<file path="config.mk">
export PLATFORM = sky130hd
export DESIGN_NAME = booth_mult_seq
export DESIGN_NICKNAME = d
export VERILOG_FILES = /design/src/rtl/booth_mult_seq.sv
export SDC_FILE = /design/constraint.sdc
export NUM_CORES = 1
export LEC_CHECK = 0
export ABC_AREA = 1
export CORE_ASPECT_RATIO = 1.4
export CORE_MARGIN = 2
export CORE_UTILIZATION = 40
export CTS_BUF_LIST = sky130_fd_sc_hd__clkbuf_8
export DETAILED_ROUTE_END_ITERATION = 8
export SLEW_MARGIN = 20
export SYNTH_ARGS = -nofsm -noshare
export SYNTH_HDL_FRONTEND = slang
export SYNTH_SLANG_ARGS = --single-unit
</file>
<file path="constraint.sdc">
create_clock -name clk -period 2.4 [get_ports clk]
set_input_delay 0.48 -clock clk [delete_from_list [all_inputs] [get_ports clk]]
set_output_delay 0.48 -clock clk [all_outputs]
set_load 0.05 [all_outputs]
</file>
<file path="src/rtl/booth_mult_seq.sv">
`default_nettype none
// ============================================================================
// Module      : booth_mult_seq
// Description : Sequential radix-2 Booth multiplier. Signed or unsigned
//               WIDTH x WIDTH -> 2*WIDTH product, one Booth step per clock,
//               start/busy/done handshake, result held until next completion.
// Revision    : 1.0 - initial release
// ============================================================================
module booth_mult_seq #(
    parameter int WIDTH = 8
) (
    input  logic               clk,
    input  logic               rst,
    input  logic               start,
    input  logic               tc,
    input  logic [WIDTH-1:0]   m,
    input  logic [WIDTH-1:0]   q,
    output logic               busy,
    output logic               done,
    output logic [2*WIDTH-1:0] OUT
);

    // One extra bit lets unsigned operands with MSB=1 be treated as
    // positive numbers by the signed Booth recoding.
    localparam int E  = WIDTH + 1;
    localparam int CW = $clog2(E + 1);

    localparam logic [CW-1:0] C_CNT_INIT = CW'(E);
    localparam logic [CW-1:0] C_CNT_LAST = CW'(1);
    localparam logic [CW-1:0] C_CNT_ONE  = CW'(1);

    localparam logic [0:0] S_IDLE = 1'b0;
    localparam logic [0:0] S_RUN  = 1'b1;

    logic [0:0]         r_state_q;
    logic [0:0]         w_state_d;
    logic [E-1:0]       r_acc_q;
    logic [E-1:0]       r_mreg_q;
    logic [E-1:0]       r_qreg_q;
    logic               r_q0_q;
    logic [CW-1:0]      r_cnt_q;
    logic [2*WIDTH-1:0] r_out_q;
    logic               r_done_q;

    logic               w_capture;
    logic               w_last;
    logic [E-1:0]       w_m_ext;
    logic [E-1:0]       w_q_ext;
    logic [E-1:0]       w_sum;
    logic [E-1:0]       w_acc_sh;
    logic [E-1:0]       w_qreg_sh;

    assign w_capture = (r_state_q == S_IDLE) && start;
    assign w_last    = (r_cnt_q == C_CNT_LAST);
    assign w_m_ext   = tc ? {m[WIDTH-1], m} : {1'b0, m};
    assign w_q_ext   = tc ? {q[WIDTH-1], q} : {1'b0, q};

    // Booth recoding of {Qreg[0], guard}: 10 subtracts, 01 adds, else hold.
    always_comb begin
        w_sum = r_acc_q;
        case ({r_qreg_q[0], r_q0_q})
            2'b10:   w_sum = r_acc_q - r_mreg_q;
            2'b01:   w_sum = r_acc_q + r_mreg_q;
            default: w_sum = r_acc_q;
        endcase
    end

    // Arithmetic right shift of {A, Qreg}; the bit leaving Qreg becomes the guard.
    assign w_acc_sh  = {w_sum[E-1], w_sum[E-1:1]};
    assign w_qreg_sh = {w_sum[0], r_qreg_q[E-1:1]};

    // State register.
    always_ff @(posedge clk) begin
        if (rst) begin
            r_state_q <= S_IDLE;
        end else begin
            r_state_q <= w_state_d;
        end
    end

    // Next-state logic: run for exactly E steps after a capture.
    always_comb begin
        w_state_d = r_state_q;
        case (r_state_q)
            S_IDLE:  if (start)  w_state_d = S_RUN;
            S_RUN:   if (w_last) w_state_d = S_IDLE;
            default: w_state_d = S_IDLE;
        endcase
    end

    // Outputs derived from state and the held result/done registers.
    always_comb begin
        busy = (r_state_q == S_RUN);
        done = r_done_q;
        OUT  = r_out_q;
    end

    // Datapath: operand capture, Booth steps, result write on the last step.
    always_ff @(posedge clk) begin
        if (rst) begin
            r_acc_q  <= '0;
            r_mreg_q <= '0;
            r_qreg_q <= '0;
            r_q0_q   <= 1'b0;
            r_cnt_q  <= '0;
            r_out_q  <= '0;
            r_done_q <= 1'b0;
        end else begin
            r_done_q <= 1'b0;
            if (w_capture) begin
                r_acc_q  <= '0;
                r_q0_q   <= 1'b0;
                r_mreg_q <= w_m_ext;
                r_qreg_q <= w_q_ext;
                r_cnt_q  <= C_CNT_INIT;
            end else if (r_state_q == S_RUN) begin
                r_acc_q  <= w_acc_sh;
                r_qreg_q <= w_qreg_sh;
                r_q0_q   <= r_qreg_q[0];
                r_cnt_q  <= r_cnt_q - C_CNT_ONE;
                if (w_last) begin
                    // The top two bits of the 2E-bit product are pure sign
                    // extension, so dropping them is lossless.
                    r_out_q  <= {w_acc_sh[E-3:0], w_qreg_sh};
                    r_done_q <= 1'b1;
                end
            end
        end
    end

endmodule
`default_nettype wire

</file>
**Word level (Yosys, flattened, before mapping)**

Index checks and enable logic that the tools add are counted.

- Bits in registers: 49
- Latch bits: 0
- RAM bits: 0
- Bits in read-only memories: 0
- Bits of input ports: 20
- Output and inout port bits: 18
- Word-level logic and storage cells: 33
- Memories: 0

- Add/subtract/negate cells: 3
- Multiply operators: 0
- Div/mod/pow operators: 0
- Order comparisons: 0
- Eq/ne operators: 3
- Shift-type cells: 0
- Muxes and demuxes: 11
- Bitwise logic cells: 2
- Reductions and logical operators: 5

Operators by type and width:

| operator | number |
|---|---|
| 2-to-1 mux 9 bit | 4 |
| one-hot mux 9 bit (2 select lines) | 1 |
| adder 9 bit | 1 |
| subtractor 9 bit | 1 |
| 2-to-1 mux 4 bit | 2 |
| == test 4 x 1 -> 1 bit (second input constant) | 1 |
| subtractor 4 x 1 -> 4 bit (second input constant) | 1 |
| 2-to-1 mux 1 bit | 3 |
| AND reduction 3 bit | 1 |
| OR reduction 3 bit | 1 |
| == test 2 x 1 -> 1 bit (second input constant) | 1 |
| == test 2 bit (second input constant) | 1 |
| NOT 1 bit | 2 |
| one-hot mux 1 bit (2 select lines) | 1 |
| nonzero test 2 bit | 1 |
| OR reduction 2 bit | 1 |
| logical AND 1 bit | 1 |

**Logic depth before layout (Yosys ltp)**

Gate-level depths: netlist of the first run.

- Word-level depth: 4
- Depth in mapped cells: 17
- Depth with buffers taken out: 17

**Worst setup path before layout of the first run**

No wires, ideal clock.

- Kind: register to register
- Start: reg r_mreg_q[0]
- End: reg, netlist name r_acc_q[7]
- Setup time: 0.115 ns
- Arrival: 1.960 ns
- Required time: 2.285 ns
- Setup slack: 0.325 ns
- Stages on the path, launching flop included: 17
- Buffers on the path: 0
- Clock period less this slack: 2.075 ns
- Cell sequence: dfxtp_1 -> inv_1 -> ha_1 -> inv_1 -> o21ai_0 -> inv_1 -> fa_1 -> inv_1 -> nand3_1 -> nand2_1 -> nand2_1 -> nand2_1 -> inv_1 -> nand2_1 -> nand2_1 -> a21oi_1 -> nor2_1

- Cells in the longest elaborated chain, start to end: 2
- Elaborated cells between the ends (all ways): 3
- Those cells by class: add/sub: 2; mux: 1

Ends and longest elaborated chain:

| what | RTL line | source |
|---|---|---|
| start: declaration | 38 | `logic [E-1:0] r_mreg_q;` |
| start signal: assignment | 113 | `r_mreg_q <= w_m_ext;` |
| adder 9 bit or subtractor 9 bit (tied branches) | 63, 62 |  |
| one-hot mux 9 bit (2 select lines) (*) | 61 | `case ({r_qreg_q[0], r_q0_q})` |

Mark *: on every way between the ends. The rest lies on a longest branch, timed or not.
A chain may end at the register's enable or synchronous reset.

**Final worst setup path of the first run**

- Start: reg r_qreg_q[0]
- End: reg r_out_q[12] (netlist: OUT[12])

- Cells in the longest elaborated chain, start to end: 2
- Elaborated cells between the ends (all ways): 3
- Those cells by class: eq/ne: 2; mux: 1

Ends and longest elaborated chain:

| what | RTL line | source |
|---|---|---|
| start: declaration | 39 | `logic [E-1:0] r_qreg_q;` |
| start signal: assignment | 114 | `r_qreg_q <= w_q_ext;` |
| start signal: assignment | 118 | `r_qreg_q <= w_qreg_sh;` |
| == test 2 x 1 -> 1 bit or == test 2 bit (tied branches) | 61 |  |
| one-hot mux 9 bit (2 select lines) (*) | 61 |  |
| end signal: assignment | 124 | `r_out_q <= {w_acc_sh[E-3:0], w_qreg_sh};` |
| end: declaration | 42 | `logic [2*WIDTH-1:0] r_out_q;` |

Marks and branches as above.

==> results of run 1 <==
[area by class of cell]
class / instances / area (um2)
Clock buffer: 5 / 68.8
Clock inverter: 3 / 18.8
Fill cell: 626 / 3070
Inverter: 60 / 225
Multi-Input combinational cell: 235 / 1310
Sequential cell: 49 / 983
Tap cell: 72 / 90.1
Timing Repair Buffer: 41 / 398
[Yosys cell counts, types with 2 or more instances]
cell,number,share of area
xor2_1,6,0.021
nor2_1,24,0.035
o21a_1,2,0.0059
nor2_4,4,0.018
ha_1,13,0.064
nand2_1,91,0.13
o221ai_1,5,0.017
a21oi_1,22,0.043
o22ai_1,2,0.0049
o21ai_0,27,0.053
inv_1,52,0.077
nand3_1,17,0.033
nand3b_1,2,0.0059
inv_2,8,0.012
nor3_1,3,0.0059
o21ai_1,3,0.0059
buf_2,7,0.014
dfxtp_1,49,0.39
a22o_1,4,0.014
[layer usage]
layer | vias to the layer above | part of all wire | GRT usage
met4 | 0 | 0.012 | 0.0552
met1 | 1058 | 0.42 | 0.196
li1 | 1207 | - | -
met3 | 7 | 0.019 | 0.0310
met2 | 23 | 0.55 | 0.337
met5 | - | 0 | 0
[what timing repair did]
action                                  4_1_cts  5_1_grt
endpoints found under the setup margin        0       11
resized for setup                             0       12
endpoints found under the hold margin         0        0
buffers inserted                              0        1
[cell usage in the layout, fill, tap and decap left out, drive strengths merged]
cell type and count:
nand2 91, inv 61, dfxtp 49, clkdlybuf4s50 36, o21ai 30, nor2 29
a21oi 22, nand3 17, ha 13, xor2 6, o221ai 5, clkbuf 5
buf 5, a22o 4, nor3 3, o22ai 2, nand3b 2, o21a 2
clkinvlp 2, or2 2, o31ai 1, o211ai 1, nand4 1, mux2i 1
nor4 1, a211oi 1, fa 1
[kinds of logic after synthesis]
family | Yosys count | share of synthesized area
simple gates | 146 | 0.255
buf+inv | 69 | 0.110
fa+ha+maj | 14 | 0.0719
compound gates | 68 | 0.153
mux | 1 | 0.00394
xor+xnor | 6 | 0.0207
flops | 49 | 0.386
[worst register-to-register path, stage by stage (launching register included)]
cell     delay [ps]
dfxtp_1         330
inv_1            60
ha_1            260
nor2_1          150
xor2_1          160
ha_1            290
a21oi_1         190
nand2_2         100
or2_1           230
nand3_1          70
nand2_1          80
a22o_1          180
[state kept, by name, indices dropped and copies added (netlist names)]
name and count:
OUT 16, busy 1, done 1, r_acc_q 8
r_cnt_q 4, r_mreg_q 9, r_q0_q 1, r_qreg_q 9
[metrics by stage]
stage          setup slack, ps  total power [mW]  instances  area (um2)
2_1_floorplan              325              1.25        353        2540
3_3_place_gp              36.2              1.37        456        2970
3_5_place_dp              59.4              1.37        456        2970
4_1_cts                   26.6              1.85        464        3060
5_1_grt                   1.57              1.98        465        3100
6_report                   191              1.85        465        3100
[power by group]
group / leakage [nW] / total, mW / switching (mW) / internal (mW)
sequential: 0.401 / 0.891 / 0.0366 / 0.855
combinational: 0.991 / 0.483 / 0.289 / 0.194
clock: 0.0416 / 0.479 / 0.277 / 0.202
[worst max-delay path by stage]
stage,startpoint,cells past startpoint,to
after global routing,r_mreg_q[1]$_SDFFE_PP0P_,16,OUT[15]$_SDFFE_PP0P_
after global placement,r_mreg_q[1]$_SDFFE_PP0P_,16,r_acc_q[7]$_SDFFE_PP0P_
final,r_qreg_q[0]$_SDFFE_PP0P_,11,OUT[12]$_SDFFE_PP0P_
after detailed placement,r_mreg_q[1]$_SDFFE_PP0P_,16,r_acc_q[7]$_SDFFE_PP0P_
after floorplan,r_mreg_q[0]$_SDFFE_PP0P_,16,r_acc_q[7]$_SDFFE_PP0P_
after CTS,r_mreg_q[1]$_SDFFE_PP0P_,16,r_acc_q[7]$_SDFFE_PP0P_
==> impl_metrics.yaml, run 1 <==
logic_synthesis:
  ys_seq_elements: 49
  synth_warnings: 0
  synthFlopType: "dfxtp_1"
  synth-edff-count: 0
  synth_area_mm2: 0.00254
  async_flop_share: 0
  synth_area_per_cell_um2: 7.20
  synthesis.nets: 387
  seq_area_frac_synth: 0.386
  ys_types: 31
  synth_cells: 353
routing:
  drt-initial-drc-count: 58
  drt_first_pass_iters: 4
  avgRoutedWirePerCell_um: 12.5
  antenna_left: 0
  viasPerCell: 4.94
  post-route-drc-count: 0
  drt-total-wl_um: 5800
  dr_total_vias: 2295
placed_design:
  hpwl_um: 4440
  port_buffers: 37
  globalplace.congestion: 0.812
critical_path:
  path_cells: "inv_1, ha_1, nor2_1, xor2_1, ha_1, a21oi_1, nand2_2, or2_1, nand3_1, nand2_1, a22o_1"
  cp-start-kind: "register"
  cpPeakStageDelay_ps: 330
  arrival_ps: 2410
  crit_required_ps: 2600
  reg2reg_from: "r_qreg_q[0]$_SDFFE_PP0P_"
  r2r_setup_slack_ps: 190
  reg2reg_depth: 11
  crit_family: "simple AND/OR/NAND/NOR gates"
  cpMostUsedCell: "ha_1"
  cpMaxStageDelayCell: "dfxtp_1"
  worstPathMaxFanout: 5
  r2r-end: "OUT[12]$_SDFFE_PP0P_"
  path_class: "register to register"
  endpoint_kind: "register"
  cp.buffers_inverters: 1
die:
  fp.dieW_um: 71.4
  core_mm2: 0.00617
  rows: 34
  dieHeight_um: 98.3
  pin_count: 38
  initial_core_util: 0.412
  die-area_mm2: 0.00702
power:
  power.density_mw_per_mm2: 599
  p_leak_nw: 1.43
  ir_worst_vdd_mv: 0.344
cts:
  clock_latency_ps: 300
  cts-buffers-inserted: 5
  cts_tree: "built"
  path_clk_slew_ps: 90
  clk_path_buf_depth: 2
  clock_sinks: 49
  cts.root.buffer_cell: "clkbuf_8"
  cts_max_level: 2
  holdBufCountCts: 0
sta:
  tns_ps: 0
  hold_ws_ps: 453
  drv_slew: 0
  skew_ps: 9.40
  hold_viol: 0
  period_needed_ps: 2210
  maxSlewHeadroom: 0.626
  setup_viol: 0
  max_freq_mhz: 453
  rsz0062_at_grt: "no"
  tightest_slew_ps: 560
  fin_crit_sh: 0.920
finish:
  final_util: 0.502
  nets: 426
  drive_above_1_share: 0.0992
  area_growth_pct: 21.8
  diodes: 0
global_route:
  antenna_found_initial: 0
  grt_pass1_vias: 2260
  overflow: 0
  grt_max_degree: 18
  grt_use_total: 0.178
  grt_first_pass_wirelength_um: 10000
outcome:
  status: "complete, no violations"
worst_hold_path:
  holdPathStages: 2
  holdPathEnd: "OUT[13]$_SDFFE_PP0P_"
  hold_start: "OUT[13]$_SDFFE_PP0P_"
  hp-class: "register to register"
flow_run:
  maxCapViolCount: 0
Note: power is estimated with default switching activity, not from simulation.
==> run 2: changes to the inputs <==
--- a/config.mk
+++ b/config.mk
@@ -11,6 +11,8 @@
 export CORE_UTILIZATION = 40
 export CTS_BUF_LIST = sky130_fd_sc_hd__clkbuf_8
 export DETAILED_ROUTE_END_ITERATION = 8
+export RECOVER_POWER = 25
+export REMOVE_ABC_BUFFERS = 1
 export SLEW_MARGIN = 20
 export SYNTH_ARGS = -nofsm -noshare
 export SYNTH_HDL_FRONTEND = slang
==> impl_metrics.yaml, run 2 (same netlist as run 1, synthesis figures left out) <==
sta:
  max_freq_mhz: 460
  rsz0062_at_grt: "yes"
  drv_slew: 0
  hold_viol: 0
  setup_viol: 0
  maxSlewHeadroom: 0.428
  fin_crit_sh: 0.906
  tightest_slew_ps: 855
  skew_ps: 8.83
  period_needed_ps: 2170
routing:
  drt-total-wl_um: 5850
  viasPerCell: 4.98
  drt-initial-drc-count: 87
  antenna_left: 0
  avgRoutedWirePerCell_um: 12.6
  dr_total_vias: 2319
  drt_first_pass_iters: 4
  post-route-drc-count: 0
finish:
  drive_above_1_share: 0.0914
  nets: 427
  largest_reg_flops: 16
  layout_commonest_cell: "nand2_1"
  finalNonFillerCells: 466
  area_growth_pct: 22.4
  diodes: 0
  mostFrequentLayoutCells: "nand2_1 (90), inv_1 (51), dfxtp_1 (47)"
cts:
  clock_sinks: 49
  cts_tree: "built"
  cts-buffers-inserted: 5
  holdBufCountCts: 0
  clock_latency_ps: 310
  cts_max_level: 2
  clk_path_buf_depth: 2
  cts.root.buffer_cell: "clkbuf_8"
  path_clk_slew_ps: 90
placed_design:
  placedCellCount: 455
  port_buffers: 37
  globalplace.congestion: 0.790
  hpwl_um: 4390
critical_path:
  endpoint_kind: "register"
  worstPathMaxFanout: 4
  cp-start-kind: "register"
  path_class: "register to register"
  crit_required_ps: 2610
  r2r_setup_slack_ps: 230
  arrival_ps: 2380
global_route:
  antenna_found_initial: 0
  grt_max_degree: 18
  overflow: 0
  grt_use_total: 0.176
  grt_first_pass_wirelength_um: 9890
  grt_pass1_vias: 2268
worst_hold_path:
  hp-class: "register to register"
die:
  initial_core_util: 0.412
  fp.dieW_um: 71.4
  pin_count: 38
  die-area_mm2: 0.00702
  dieHeight_um: 98.3
  rows: 34
  core_mm2: 0.00617
outcome:
  status: "complete, no violations"
power:
  ir_worst_vdd_mv: 0.382
  p_leak_nw: 1.44
  power_mw: 1.97
  power.density_mw_per_mm2: 635
flow_run:
  maxCapViolCount: 0
==> run 2: final timing paths <==
| path | cells past startpoint | endpoint | from |
|---|---|---|---|
| hold / removal | 2 | OUT[13]$_SDFFE_PP0P_ | OUT[13]$_SDFFE_PP0P_ |
| hold reg to reg | 2 | OUT[13]$_SDFFE_PP0P_ | OUT[13]$_SDFFE_PP0P_ |
| setup / recovery | 15 | r_acc_q[7]$_SDFFE_PP0P_ | r_mreg_q[0]$_SDFFE_PP0P_ |
| setup reg to reg | 15 | r_acc_q[7]$_SDFFE_PP0P_ | r_mreg_q[0]$_SDFFE_PP0P_ |
==> run 2: report_power, final <==
part	internal (mW)	leakage [nW]	switching (mW)
registers	0.854	0.401	0.0350
logic	0.195	0.988	0.286
clock network	0.312	0.0543	0.292
total	1.36	1.44	0.613
==> run 2: stage by stage <==
step                utilization  TNS [ps]  setup slack, ps  area [um2]  hold WS (ps)
floorplan                     -         0              310        2490           434
global placement          0.480     -10.4            -10.4        2960           438
detailed placement        0.480     -36.4            -29.4        2960           437
CTS                       0.499         0             51.8        3080           458
global route              0.504     -17.7            -17.7        3110           470
finish                    0.504         0              227        3110           454
==> run 2: cell type report <==
class / instances / area [um2]
fillers: 624 / 3060
clock buffers: 5 / 68.8
flip-flops and latches: 49 / 986
inverters: 60 / 225
multi-input cells: 235 / 1290
repair buffers: 42 / 402
well taps: 72 / 90.1
clock inverters: 3 / 46.3
==> run 2: layer usage <==
metal,global-route usage,share of wire,vias up
met4,0.0726,0.014,0
met5,0,0,-
li1,-,-,1207
met2,0.332,0.54,43
met3,0.0310,0.034,6
met1,0.185,0.41,1063
==> run 2: timing repair <==
action,CTS,global route
pin swaps,0,4
cloned,0,0
setup buffers,0,3
endpoints found under the setup margin,3,11
gates resized for setup,1,16
hold endpoints to repair,0,0
==> run 2: critical path, stage by stage (launching register included) <==
cell and delay [ps]:
dfxtp_4 370, nor3_2 210, nand2_1 120, o31ai_2 220, xor2_1 180, ha_1 290
nand2_1 110, inv_1 40, a21oi_1 130, nand2_1 80, inv_1 50, nand2_1 40
nand2_1 70, nand3_1 70, nand2_1 60, nor2_1 40
==> run 3: changes to the inputs <==
--- a/config.mk
+++ b/config.mk
@@ -11,6 +11,8 @@
 export CORE_UTILIZATION = 40
 export CTS_BUF_LIST = sky130_fd_sc_hd__clkbuf_8
 export DETAILED_ROUTE_END_ITERATION = 8
+export DONT_BUFFER_PORTS = 1
+export GPL_TIMING_DRIVEN = 0
 export RECOVER_POWER = 25
 export REMOVE_ABC_BUFFERS = 1
 export SLEW_MARGIN = 20
==> impl_metrics.yaml, run 3 (same netlist as run 1, synthesis figures left out) <==
die:
  pin_count: 38
  rows: 34
  core_mm2: 0.00617
  dieHeight_um: 98.3
  die-area_mm2: 0.00702
  fp.dieW_um: 71.4
  initial_core_util: 0.412
finish:
  finalNonFillerCells: 429
  layout_commonest_cell: "nand2_1"
  num-fill-cells: 623
  drive_above_1_share: 0.126
  largest_reg_flops: 16
  diodes: 0
  post-route-cell-area_mm2: 0.00277
  area_growth_pct: 8.81
  nets: 390
  mostFrequentLayoutCells: "nand2_1 (90), inv_1 (50), dfxtp_1 (46)"
  final_util: 0.448
power:
  ir_worst_vdd_mv: 0.462
  power.density_mw_per_mm2: 680
  power_mw: 1.88
  p_leak_nw: 1.31
global_route:
  grt_first_pass_wirelength_um: 9590
  grt_use_total: 0.168
  overflow: 0
  grt_pass1_vias: 2179
  antenna_found_initial: 0
  grt_max_degree: 20
routing:
  antenna_left: 0
  avgRoutedWirePerCell_um: 13.1
  drt-total-wl_um: 5610
  drt_first_pass_iters: 4
  drt-initial-drc-count: 67
  dr_total_vias: 2182
  post-route-drc-count: 0
  viasPerCell: 5.09
placed_design:
  hpwl_um: 4100
  placedCellCount: 416
  pre_cts_slack_ps: -9.82
  post_dp_cell_area_mm2: 0.00258
  globalplace.congestion: 0.859
  port_buffers: 0
critical_path:
  worstPathMaxFanout: 4
  r2r_setup_slack_ps: 150
  arrival_ps: 2460
  reg2reg_from: "r_mreg_q[0]$_SDFFE_PP0P_"
  r2r-end: "r_acc_q[6]$_SDFFE_PP0P_"
  endpoint_kind: "register"
  reg2reg_depth: 16
  crit_required_ps: 2620
  cp-start-kind: "register"
  crit_start: "r_mreg_q[0]$_SDFFE_PP0P_"
  path_class: "register to register"
cts:
  cts_max_level: 2
  holdBufCountCts: 0
  cts-buffers-inserted: 5
  clock_sinks: 49
  clock_latency_ps: 310
  cts.root.buffer_cell: "clkbuf_8"
  cts_tree: "built"
  path_clk_slew_ps: 100
  clk_path_buf_depth: 2
sta:
  tns_ps: 0
  hold_ws_ps: 222
  maxSlewHeadroom: 0.512
  tightest_slew_ps: 732
  setup_viol: 0
  hold_viol: 0
  layout_setup_ws_ps: 154
  period_needed_ps: 2250
  fin_crit_sh: 0.936
  max_freq_mhz: 445
  drv_slew: 0
  skew_ps: 8.22
  rsz0062_at_grt: "yes"
worst_hold_path:
  hp-class: "input port to register"
  hold_start: "rst"
  holdPathEnd: "r_qreg_q[8]$_SDFFE_PP0P_"
  holdPathStages: 1
outcome:
  status: "complete, no violations"
flow_run:
  maxCapViolCount: 0
run 3: cell count changes in the layout (fill, tap and decap cells not counted), sizes merged:
| cell | previous run | this run |
|---|---|---|
| clkdlybuf4s50 | 35 | 0 |
| inv | 59 | 62 |
| bufinv | 1 | 0 |
| clkbuf | 6 | 5 |
| clkinv | 2 | 1 |
| clkinvlp | 1 | 0 |
| dlygate4sd3 | 1 | 0 |
run 3: layer usage:
| layer | part of all wire | global-route usage |
|---|---|---|
| met5 | 0 | 0 |
| met4 | 0.022 | 0.0595 |
| met3 | 0.049 | 0.0433 |
| met2 | 0.52 | 0.301 |
| met1 | 0.41 | 0.188 |
run 3: report_power, final:
group / internal, mW / switching, mW / total, mW
Combinational: 0.172 / 0.259 / 0.431
Sequential: 0.855 / 0.0611 / 0.916
Clock: 0.219 / 0.314 / 0.532
run 3: worst max-delay path by stage:
stage,to
after global placement,r_acc_q[5]$_SDFFE_PP0P_
final,r_acc_q[6]$_SDFFE_PP0P_
after global routing,OUT[12]$_SDFFE_PP0P_
after detailed placement,r_acc_q[5]$_SDFFE_PP0P_
after CTS,r_acc_q[5]$_SDFFE_PP0P_
after floorplan,r_acc_q[5]$_SDFFE_PP0P_
run 3: cell type report:
| cell class | count | area (um2) | share of cell area |
|---|---|---|---|
| clock buffers | 5 | 68.8 | 0.0249 |
| inverters | 60 | 228 | 0.0824 |
| well taps | 72 | 90.1 | 0.0326 |
| flip-flops and latches | 49 | 985 | 0.356 |
| multi-input cells | 235 | 1330 | 0.480 |
| repair buffers | 5 | 37.5 | 0.0136 |
| clock inverters | 3 | 28.8 | 0.0104 |
run 3: worst max-delay path, stage by stage, from the launching register on:
cell and delay [ps]:
dfxtp_2 340, inv_1 80, ha_2 200, nand2_1 70, nor2_1 150, nor2_1 80, xor2_1 160, ha_2 370
nand2_1 70, nor2_1 100, nand3_1 90, nand2_1 80, nand2_1 50, nand3_1 90, nand3_1 80, nand2_1 110
inv_1 40
run 3: repair_timing:
action | CTS | global route
pin swaps | 0 | 9
endpoints found under the setup margin | 3 | 11
buffers inserted | 0 | 5
gates resized for setup | 1 | 18
